**src/rtl/seq_pkg.sv**
```systemverilog
// Shared types for the multi-cycle instruction sequencer: FSM states,
// instruction classes, opcode encodings and fault codes.
package seq_pkg;

   typedef enum logic [2:0] {
      S_IDLE   = 3'd0,
      S_FETCH  = 3'd1,
      S_DECODE = 3'd2,
      S_EXEC   = 3'd3,
      S_MEM    = 3'd4,
      S_WB     = 3'd5,
      S_HALT   = 3'd6
   } state_e;

   typedef enum logic [2:0] {
      C_R   = 3'd0,
      C_I   = 3'd1,
      C_LD  = 3'd2,
      C_SD  = 3'd3,
      C_BEQ = 3'd4,
      C_ILL = 3'd5
   } iclass_e;

   typedef enum logic [1:0] {
      F_NONE    = 2'b00,
      F_ILLEGAL = 2'b01,
      F_IMEM_TO = 2'b10,
      F_DMEM_TO = 2'b11
   } fault_e;

   localparam logic [6:0] OP_R   = 7'b0110011;
   localparam logic [6:0] OP_I   = 7'b0010011;
   localparam logic [6:0] OP_LD  = 7'b0000011;
   localparam logic [6:0] OP_SD  = 7'b0100011;
   localparam logic [6:0] OP_BEQ = 7'b1100011;

   function automatic iclass_e classify(input logic [6:0] op);
      iclass_e cls;
      case (op)
         OP_R:    cls = C_R;
         OP_I:    cls = C_I;
         OP_LD:   cls = C_LD;
         OP_SD:   cls = C_SD;
         OP_BEQ:  cls = C_BEQ;
         default: cls = C_ILL;
      endcase
      return cls;
   endfunction

endpackage

```
**src/rtl/opcode_decoder.sv**
```systemverilog
// Maps the 7-bit major opcode of the latched IR onto an instruction class.
module opcode_decoder
   import seq_pkg::*;
(
   input  logic [6:0] opcode_i,
   output iclass_e    cls_o,
   output logic       legal_o
);

   assign cls_o   = classify(opcode_i);
   assign legal_o = (cls_o != C_ILL);

endmodule

```
**src/rtl/wait_timer.sv**
```systemverilog
// Counts consecutive not-ready cycles of a memory handshake and flags the
// cycle on which the TIMEOUT-th miss occurs.
module wait_timer #(
   parameter int TIMEOUT = 16
) (
   input  logic clk_i,
   input  logic rst_ni,
   input  logic active_i,
   input  logic ready_i,
   output logic expired_o
);

   localparam int CW = (TIMEOUT > 1) ? $clog2(TIMEOUT) : 1;
   localparam logic [CW-1:0] LAST = CW'(TIMEOUT - 1);

   logic [CW-1:0] cnt_q, cnt_d;

   // The counter holds misses seen so far; any non-waiting cycle or a ready
   // clears it, so every FETCH/MEM visit starts from zero.
   always_comb begin
      cnt_d = '0;
      if (active_i && !ready_i && (cnt_q != LAST)) begin
         cnt_d = cnt_q + 1'b1;
      end
   end

   // A ready on the final allowed cycle wins over the timeout.
   assign expired_o = active_i && !ready_i && (cnt_q == LAST);

   always_ff @(posedge clk_i or negedge rst_ni) begin
      if (!rst_ni) begin
         cnt_q <= '0;
      end else begin
         cnt_q <= cnt_d;
      end
   end

endmodule

```
**src/rtl/instr_sequencer.sv**
```systemverilog
// Multi-cycle control sequencer: FETCH/DECODE/EXEC/MEM/WB with memory
// handshake timeouts, sticky HALT on faults and a retired-instruction counter.
module instr_sequencer
   import seq_pkg::*;
#(
   parameter int TIMEOUT = 16,
   parameter int CNT_W   = 32
) (
   input  logic             clk,
   input  logic             rst_n,
   input  logic             start,
   input  logic [6:0]       opcode,
   input  logic             zero,
   output logic             imem_req,
   input  logic             imem_ready,
   output logic             dmem_req,
   output logic             dmem_we,
   input  logic             dmem_ready,
   output logic             ir_we,
   output logic             mdr_we,
   output logic             rf_we,
   output logic             pc_we,
   output logic             pc_sel,
   output logic             halted,
   output logic [1:0]       fault,
   output logic [CNT_W-1:0] instret
);

   state_e           state_q;
   iclass_e          cls_q;
   fault_e           fault_q;
   logic             halted_q;
   logic [CNT_W-1:0] instret_q;

   iclass_e dec_cls;
   logic    dec_legal;
   logic    in_fetch, in_mem, in_exec, in_wb;
   logic    wait_active, wait_ready, wait_expired;

   opcode_decoder u_dec (
      .opcode_i (opcode),
      .cls_o    (dec_cls),
      .legal_o  (dec_legal)
   );

   assign in_fetch    = (state_q == S_FETCH);
   assign in_mem      = (state_q == S_MEM);
   assign in_exec     = (state_q == S_EXEC);
   assign in_wb       = (state_q == S_WB);
   assign wait_active = in_fetch || in_mem;
   assign wait_ready  = in_fetch ? imem_ready : dmem_ready;

   wait_timer #(
      .TIMEOUT (TIMEOUT)
   ) u_timer (
      .clk_i     (clk),
      .rst_ni    (rst_n),
      .active_i  (wait_active),
      .ready_i   (wait_ready),
      .expired_o (wait_expired)
   );

   // Strobes that accompany a handshake are qualified by the ready of the
   // current cycle so the datapath captures data while it is valid.
   assign imem_req = in_fetch;
   assign ir_we    = in_fetch && imem_ready;
   assign dmem_req = in_mem;
   assign dmem_we  = in_mem && (cls_q == C_SD);
   assign mdr_we   = in_mem && dmem_ready && (cls_q == C_LD);
   assign rf_we    = in_wb;
   assign pc_we    = in_wb
                  || (in_exec && (cls_q == C_BEQ))
                  || (in_mem && dmem_ready && (cls_q == C_SD));
   assign pc_sel   = in_exec && (cls_q == C_BEQ) && zero;
   assign halted   = halted_q;
   assign fault    = fault_q;
   assign instret  = instret_q;

   always_ff @(posedge clk or negedge rst_n) begin
      if (!rst_n) begin
         state_q   <= S_IDLE;
         cls_q     <= C_ILL;
         fault_q   <= F_NONE;
         halted_q  <= 1'b0;
         instret_q <= '0;
      end else begin
         if (pc_we) begin
            instret_q <= instret_q + 1'b1;
         end
         case (state_q)
            S_IDLE: begin
               if (start) begin
                  state_q <= S_FETCH;
               end
            end
            S_FETCH: begin
               if (imem_ready) begin
                  state_q <= S_DECODE;
               end else if (wait_expired) begin
                  state_q  <= S_HALT;
                  fault_q  <= F_IMEM_TO;
                  halted_q <= 1'b1;
               end
            end
            S_DECODE: begin
               if (dec_legal) begin
                  cls_q   <= dec_cls;
                  state_q <= S_EXEC;
               end else begin
                  state_q  <= S_HALT;
                  fault_q  <= F_ILLEGAL;
                  halted_q <= 1'b1;
               end
            end
            S_EXEC: begin
               case (cls_q)
                  C_R, C_I:   state_q <= S_WB;
                  C_LD, C_SD: state_q <= S_MEM;
                  C_BEQ:      state_q <= S_FETCH;
                  default: begin
                     state_q  <= S_HALT;
                     fault_q  <= F_ILLEGAL;
                     halted_q <= 1'b1;
                  end
               endcase
            end
            S_MEM: begin
               if (dmem_ready) begin
                  state_q <= (cls_q == C_LD) ? S_WB : S_FETCH;
               end else if (wait_expired) begin
                  state_q  <= S_HALT;
                  fault_q  <= F_DMEM_TO;
                  halted_q <= 1'b1;
               end
            end
            S_WB: begin
               state_q <= S_FETCH;
            end
            S_HALT: begin
               state_q <= S_HALT;
            end
            default: begin
               state_q <= S_IDLE;
            end
         endcase
      end
   end

endmodule

```
**config.mk**
```make
export PLATFORM = sky130hd
export DESIGN_NAME = instr_sequencer
export DESIGN_NICKNAME = d
export VERILOG_FILES = /design/src/rtl/seq_pkg.sv /design/src/rtl/opcode_decoder.sv /design/src/rtl/wait_timer.sv /design/src/rtl/instr_sequencer.sv
export SDC_FILE = /design/constraint.sdc
export NUM_CORES = 1
export LEC_CHECK = 0
export ABC_AREA = 1
export CORE_MARGIN = 8
export CORE_UTILIZATION = 49
export CTS_BUF_LIST = sky130_fd_sc_hd__clkbuf_8
export DETAILED_ROUTE_END_ITERATION = 10
export GPL_ROUTABILITY_DRIVEN = 0
export PLACE_DENSITY = 0.73
export SLEW_MARGIN = 40
export SYNTH_ARGS = -nofsm -noshare
export SYNTH_HDL_FRONTEND = slang
export SYNTH_SLANG_ARGS = --single-unit
```
**constraint.sdc**
```tcl
create_clock -name clk -period 2 [get_ports clk]
set_clock_uncertainty 0.1 [all_clocks]
set_input_delay 0.3 -clock clk [delete_from_list [all_inputs] [get_ports clk]]
set_output_delay 0.3 -clock clk [all_outputs]
set_load 0.02 [all_outputs]
```
==> impl_metrics.csv <==
group,metric,value,unit
power_and_ir_drop,p_per_area,835,nW/µm²
yosys,synth_edf_count,0,
min_path,holdPathStages,1,
timing,slew_headroom,67.7,%
setup_path,crit_buf_inv,2,
min_path,hp-class,"reg -> reg",
outcome,status,"complete, no violations",
timing,finalCritPeriodShare,96.0,%
clock_tree,cts_tree,"built",
cells_and_area,finish.utilization,66.5,%
detailed_routing,vias,2883,
detailed_routing,vias_per_cell,4.96,
detailed_routing,avgRoutedWirePerCell,12.9,µm
setup_path,cp-startpoint,"state_q[2]",
yosys,synth_top_area_share,38.3,%
yosys,synth_common_cells,"188 x nand2_1, 72 x nor2_1, 47 x inv_1",
timing,slew_viol_final,0,
floorplan,rows,27,
floorplan,dieArea,8410,µm²
setup_path,max_stage_delay,0.45,ns
min_path,min_to,"u_timer.cnt_q[0]",
setup_path,critical_path_peak_fanout,6,
cells_and_area,fin_area,3660,µm²
cells_and_area,multi_input_area,1460,µm²
timing,setup_viol,0,
place,postPlaceCellArea,3540,µm²
floorplan,ios,56,
yosys,yosysMostFrequentCell,"nand2_1",
yosys,synth_area_per_cell,6.47,µm²
detailed_routing,dr.pass1.iters,5,
setup_path,cp.required,1.60,ns
detailed_routing,detail-route-antenna-nets,0,
setup_path,r2r-start,"cls_q[0]",
yosys,yosysSeqAreaShare,40.2,%
global_routing,grt_pass1_vias,2879,
yosys,synth_nets,449,
yosys,yosysWarnings,0,
setup_path,r2r_slack,0.18,ns
yosys,synthTopCellsByArea,"dfrtp_1 38%, nand2_1 25%, nor2_1 9.6%, inv_1 6.3%, nand3_1 4.8%",
setup_path,r2r-end,"instret[14]",
setup_path,crit_family,"flip-flops",
global_routing,antenna_found_initial,0,
detailed_routing,drtIter0Drc,196,
cells_and_area,drive_gt1_share,8.45,%
yosys,synth_area_leader_cell,"dfrtp_1",
cells_and_area,ff_latch_area,1130,µm²
setup_path,worstPathCellList,"inv_2, nand3_2, nor3b_1, clkdlybuf4s15_1",
clock_tree,path_clk_slew,0.08,ns
cells_and_area,diodes,0,
setup_path,r2r.worst_path.cells,9,
setup_path,end_kind,"primary output",
global_routing,grt_max_degree,39,
timing,final.min_clock_period,1.92,ns
timing,rsz0062_at_grt,"true",
min_path,hold_start,"u_timer.cnt_q[0]",
timing,worst_pin_slew,0.485,ns
clock_tree,htreeDepth,2,
timing,final_hold_viol_count,0,
clock_tree,clock_latency,0.30,ns
cells_and_area,area_delta_synth_final,30.5,%
yosys,synthArstFlopShare,100,%
yosys,synth_cells,434,
setup_path,worst_path_max_delay_cell,"dfrtp_2",
detailed_routing,drc,0,
power_and_ir_drop,leakage,1.76,nW
flow_run,drv_cap,0,
yosys,ys_ff_latch,45,
place,port-buffer-count,55,
timing,max_freq,0.521,GHz
place,dp_hpwl,5970,µm
setup_path,start_kind,"register",
cells_and_area,nets,523,
setup_path,crit_type,"reg -> out",
floorplan,core_area,5510,µm²
floorplan,dieHeight,91.7,µm
clock_tree,root_buffer,"clkbuf_8",
yosys,synth_cell_types,26,
power_and_ir_drop,peakVddDrop,0.530,mV
clock_tree,cts_sinks,45,
setup_path,arrival,1.52,ns
yosys,synth_area,2810,µm²
timing,whs,0.360,ns
yosys,ys.flop_type,"dfrtp_1",
floorplan,initial_core_util,51.0,%
cells_and_area,n_fill_cell,504,
global_routing,grt_pass1_wl,13200,µm
global_routing,track_usage,18.7,%
detailed_routing,routed_wl,7510,µm
clock_tree,cts_inserted_buffers,5,
clock_tree,clk_path_buf_depth,2,
floorplan,fp.dieW,91.7,µm
global_routing,grt_overflow,0,
worst reg2reg max path, delay by kind of cell, from the launching register on:
kind | cells | cell delay [ns]
buffers and inverters | 3 | 0.59
and+or+nand+nor | 6 | 0.54
DFF | 1 | 0.55
timing repair:
| action | in CTS | in global routing |
|---|---|---|
| resized for setup | 14 | 17 |
| endpoints found under the hold margin | 19 | 0 |
| hold buffers | 1 | 0 |
| buffers inserted | 0 | 0 |
| setup endpoints to repair | 8 | 33 |
state kept, by name, summed over array words and instances (netlist names):
name,cells
state_q,3
instret,32
halted,1
u_timer.cnt_q,4
fault,2
cls_q,3
kinds of logic after synthesis:
logic type,synth area share [%]
AOI/OAI and AO/OA,2.90
xor gates and xnor gates,4.99
adders and majority gates,0.892
buffers and inverters,8.16
DFF,40.2
and+or+nand+nor,42.8
cells in the final DEF (no fill, tap or decap), types with 2 or more instances in the layout:
cell,instances
clkdlybuf4s50_1,46
nor2_2,3
a21oi_1,2
nand3_2,2
nand2_1,188
inv_2,3
ha_1,2
nand3b_1,3
inv_1,47
dfrtp_1,42
clkdlybuf4s15_1,2
xor2_1,9
nor2_1,70
nor3_1,4
o21ai_0,8
clkbuf_2,2
xnor2_1,7
dfstp_2,2
nand3_1,26
buf_2,4
buf_4,15
clkbuf_8,6
nand4_1,3
stage by stage:
stage / instances / TNS (ns) / setup WS, ns / power, mW
floorplan: 434 / 0 / 0.214 / 1.84
global placement: 572 / -2.92 / -0.249 / 2.34
detailed placement: 572 / -2.95 / -0.196 / 2.36
CTS: 581 / 0 / 0.00211 / 3.06
global route: 581 / -0.0278 / -0.0139 / 3.25
finish: 581 / 0 / 0.0807 / 3.06
report_power, final:
group	switching, mW	total, mW	internal [mW]
registers	0.113	1.15	1.04
logic	0.701	1.19	0.486
clock network	0.314	0.721	0.406
area by class of cell:
class	instances	area share [%]
sequential	45	30.8
clock inverter	2	1.02
inverter	50	5.12
multi-input combinational	333	39.8
clock buffer	6	2.25
tap	72	2.46
timing repair buffer	73	18.5
routing by layer:
metal,vias to the layer above,part of all wire (%),global-route usage (%)
met5,-,0,0
met4,0,1.5,6.14
met3,14,5.7,4.32
met2,88,46,30.6
met1,1304,47,23.6
li1,1477,-,-
worst max-delay path by stage:
| stage | end | slack, ns | cells after the start |
|---|---|---|---|
| 2_1_floorplan | pc_we | 0.21 | 7 |
| 3_3_place_gp | mdr_we | -0.25 | 4 |
| 3_5_place_dp | mdr_we | -0.20 | 4 |
| 4_1_cts | dmem_we | 0.002 | 5 |
| 5_1_grt | pc_we | -0.01 | 6 |
| 6_report | pc_sel | 0.08 | 4 |
Power figures use the tool's default switching activity.
==> variant (config.mk and constraints unchanged) <==
Re-encode `iclass_e` (6 values) as one-hot, 6 bits wide.
--- a/src/rtl/seq_pkg.sv
+++ b/src/rtl/seq_pkg.sv
@@ -12,13 +12,13 @@
       S_HALT   = 3'd6
    } state_e;
 
-   typedef enum logic [2:0] {
-      C_R   = 3'd0,
-      C_I   = 3'd1,
-      C_LD  = 3'd2,
-      C_SD  = 3'd3,
-      C_BEQ = 3'd4,
-      C_ILL = 3'd5
+   typedef enum logic [5:0] {
+      C_R   = 6'b000001,
+      C_I   = 6'b000010,
+      C_LD  = 6'b000100,
+      C_SD  = 6'b001000,
+      C_BEQ = 6'b010000,
+      C_ILL = 6'b100000
    } iclass_e;
 
    typedef enum logic [1:0] {
Function: same outputs for any inputs over 10 cycles, from zero or initial values and one cycle with rst_n low; not proved beyond that.
==> variant against the original RTL <==
  * Routed wire length grew 5.5%
  * Sequential cell count grew 3
  * Worst setup slack lost 0.0011 ns
  * Count of clock-buffer cells in the layout is the same
  * Design area grew 8.4%
  * Total power grew 11%
  * Non-clock buffer count grew 2
  * Synthesized area grew 12%
  * Critical path type unchanged
  * Critical endpoint is now dmem_req
  * Largest cell class unchanged
  * Highest routed layer unchanged
==> variant: results (changes against the original RTL) <==
| Metric | Value |
|---|---|
| PortBufs | `55 (unchanged)` |
| Layout cells sized above 1 | `11.4% (was 8.45%)` |
| R2r endpoint | `instret[20] (was instret[14])` |
| CP Launch Type | `flop (unchanged)` |
| Dpl cell area | `0.00385 mm^2 (was 0.00354 mm^2)` |
| First-pass GRT wire length | `13600 um (was 13200 um)` |
| Vias in the first global route | `3089 (was 2879)` |
| Total number of yosys warnings | `0 (unchanged)` |
| Postcts setup bufs | `0 (unchanged)` |
| P_leak | `1.89 nW (was 1.76 nW)` |
| Outcome | `finished clean (unchanged)` |
| Min-delay src | `u_timer.cnt_q[0] (unchanged)` |
| Hold Path Sink | `u_timer.cnt_q[0] (unchanged)` |
| Reg-to-reg slack, setup | `approximately 0.17 ns` |
| DRT Pass-1 Iters | `4 (was 5)` |
| Worst-margin pin slew | `0.323 ns (was 0.485 ns)` |
| Worst slack at placement | `-0.207 ns (was -0.196 ns)` |
| Final hold slack | `0.371 ns (was 0.360 ns)` |
| Fmax | `0.521 GHz (about the same)` |
| Ranking of synthesized cells by area | `dfrtp_1, nand2_1, nor2_1 (unchanged)` |
| Final #Nets | `550 (was 523)` |
| Placed cell count | `604 (was 572)` |
| Total GRT Usage | `18.3% (was 18.7%)` |
| Psw | `1.30 mW (was 1.13 mW)` |
| Post-synth top flop | `dfrtp_1 (unchanged)` |
| Largest register FFs | `32 (unchanged)` |
| Multiplexer area fraction after synthesis | `0% (unchanged)` |
| Adder-cell share of the synthesized area | `0.800% (was 0.892%)` |
| DR iter-0 viols | `198 (was 196)` |
| Initial antenna violation count | `0 (unchanged)` |
| Post-synthesis net count | `475 (was 449)` |
| RR Startpoint | `state_q[1] (was cls_q[0])` |
| Synth cell types | `30 (was 26)` |
| Pins Over Slew Limit | `0 (unchanged)` |
| Reg2reg path depth | `10 (was 9)` |
| CP max stage delay | `0.48 ns (was 0.45 ns)` |
| XOR/XNOR Fraction of Synth Area | `3.88% (was 4.99%)` |
| Number of synthesized flops with an enable pin | `0 (unchanged)` |
| Post-synth top cells | `nand2_1, nor2_1, dfrtp_1, inv_1, nand3_1 (was nand2_1, nor2_1, inv_1)` |
| Layout fillers | `594 (was 504)` |
| Detail Placement HPWL | `6270 um (was 5970 um)` |
| Compound-cell area share of the yosys netlist | `5.80% (was 2.90%)` |
| Crit path to | `dmem_req (was pc_sel)` |
| Wire per inst | `12.9 um (about the same)` |
| Hold Path Stages | `1 (unchanged)` |
| Critical-path maximum fanout | `5 (was 6)` |
| Largest net degree at the start of global routing | `49 (was 39)` |
| Total number of H-tree levels | `2 (unchanged)` |
| CP top delay family | `buffers and inverters (was flip-flops)` |
| Post-synthesis sequential area ratio | `38.4% (was 40.2%)` |
| Syn Area/Cell | `6.80 um^2 (was 6.47 um^2)` |
| DR vias/cell | `5.03 (was 4.96)` |
| Vias | `3086 (was 2883)` |
| TritonCTS buffer count | `5 (unchanged)` |
| Clock-pin slew on the worst setup and hold paths | `0.10 ns (was 0.08 ns)` |
| Peak VDD IR | `0.455 mV (was 0.530 mV)` |
-- variant: cell types whose count changed after synthesis, moves of 4 or more --
cell,before,now
dfrtp_1,43,47
o21ai_0,8,17
nand3_1,27,18
nand4_1,3,8
nand3b_1,3,12
o21ai_1,0,9
buf_6,1,7
nor3_1,4,0
nand2_1,188,173
nor2_1,72,79
-- variant: routing by layer --
metal	vias to the layer above	GRT usage [%]	routed length, um
met5	-	0	0
met4	0	5.63	96
met3	10	3.35	469
met2	85	33.7	3930
met1	1411	21.0	3420
li1	1580	-	-
-- variant: power groups by stage --
stage | registers [mW] | clock network, mW | logic (mW)
after floorplan | 1.40 | 0 | 0.726
after global placement | 1.34 | 0 | 1.29
after detailed placement | 1.34 | 0 | 1.32
after CTS | 1.34 | 0.774 | 1.32
after global routing | 1.36 | 0.813 | 1.44
final | 1.33 | 0.761 | 1.31
-- variant: logic make-up (layout without fill, tap and decap cells) --
group / after synthesis / in the layout
adder cells (fa/ha/maj): 2 / 2
AO/OA/AOI/OAI: 33 / 33
AND/OR/NAND/NOR: 305 / 305
XOR/XNOR: 13 / 13
buffers and inverters: 59 / 135
flip-flops: 48 / 48
-- variant: area by class of cell --
type / instances / area, um^2 / area share, %
clock buffers: 6 / 82.6 / 2.08
clock inverters: 2 / 38.8 / 0.977
inverters: 52 / 200 / 5.04
multi-input cells: 353 / 1660 / 41.8
flip-flops and latches: 48 / 1200 / 30.3
well taps: 77 / 96.3 / 2.43
repair buffers: 75 / 687 / 17.3
-- variant: repair_timing --
item / in CTS / in global routing
pin swaps: 0 / 0
resized for setup: 19 / 10
hold endpoints to repair: 47 / 0
setup endpoints to repair: 9 / 14
hold buffers: 1 / 0
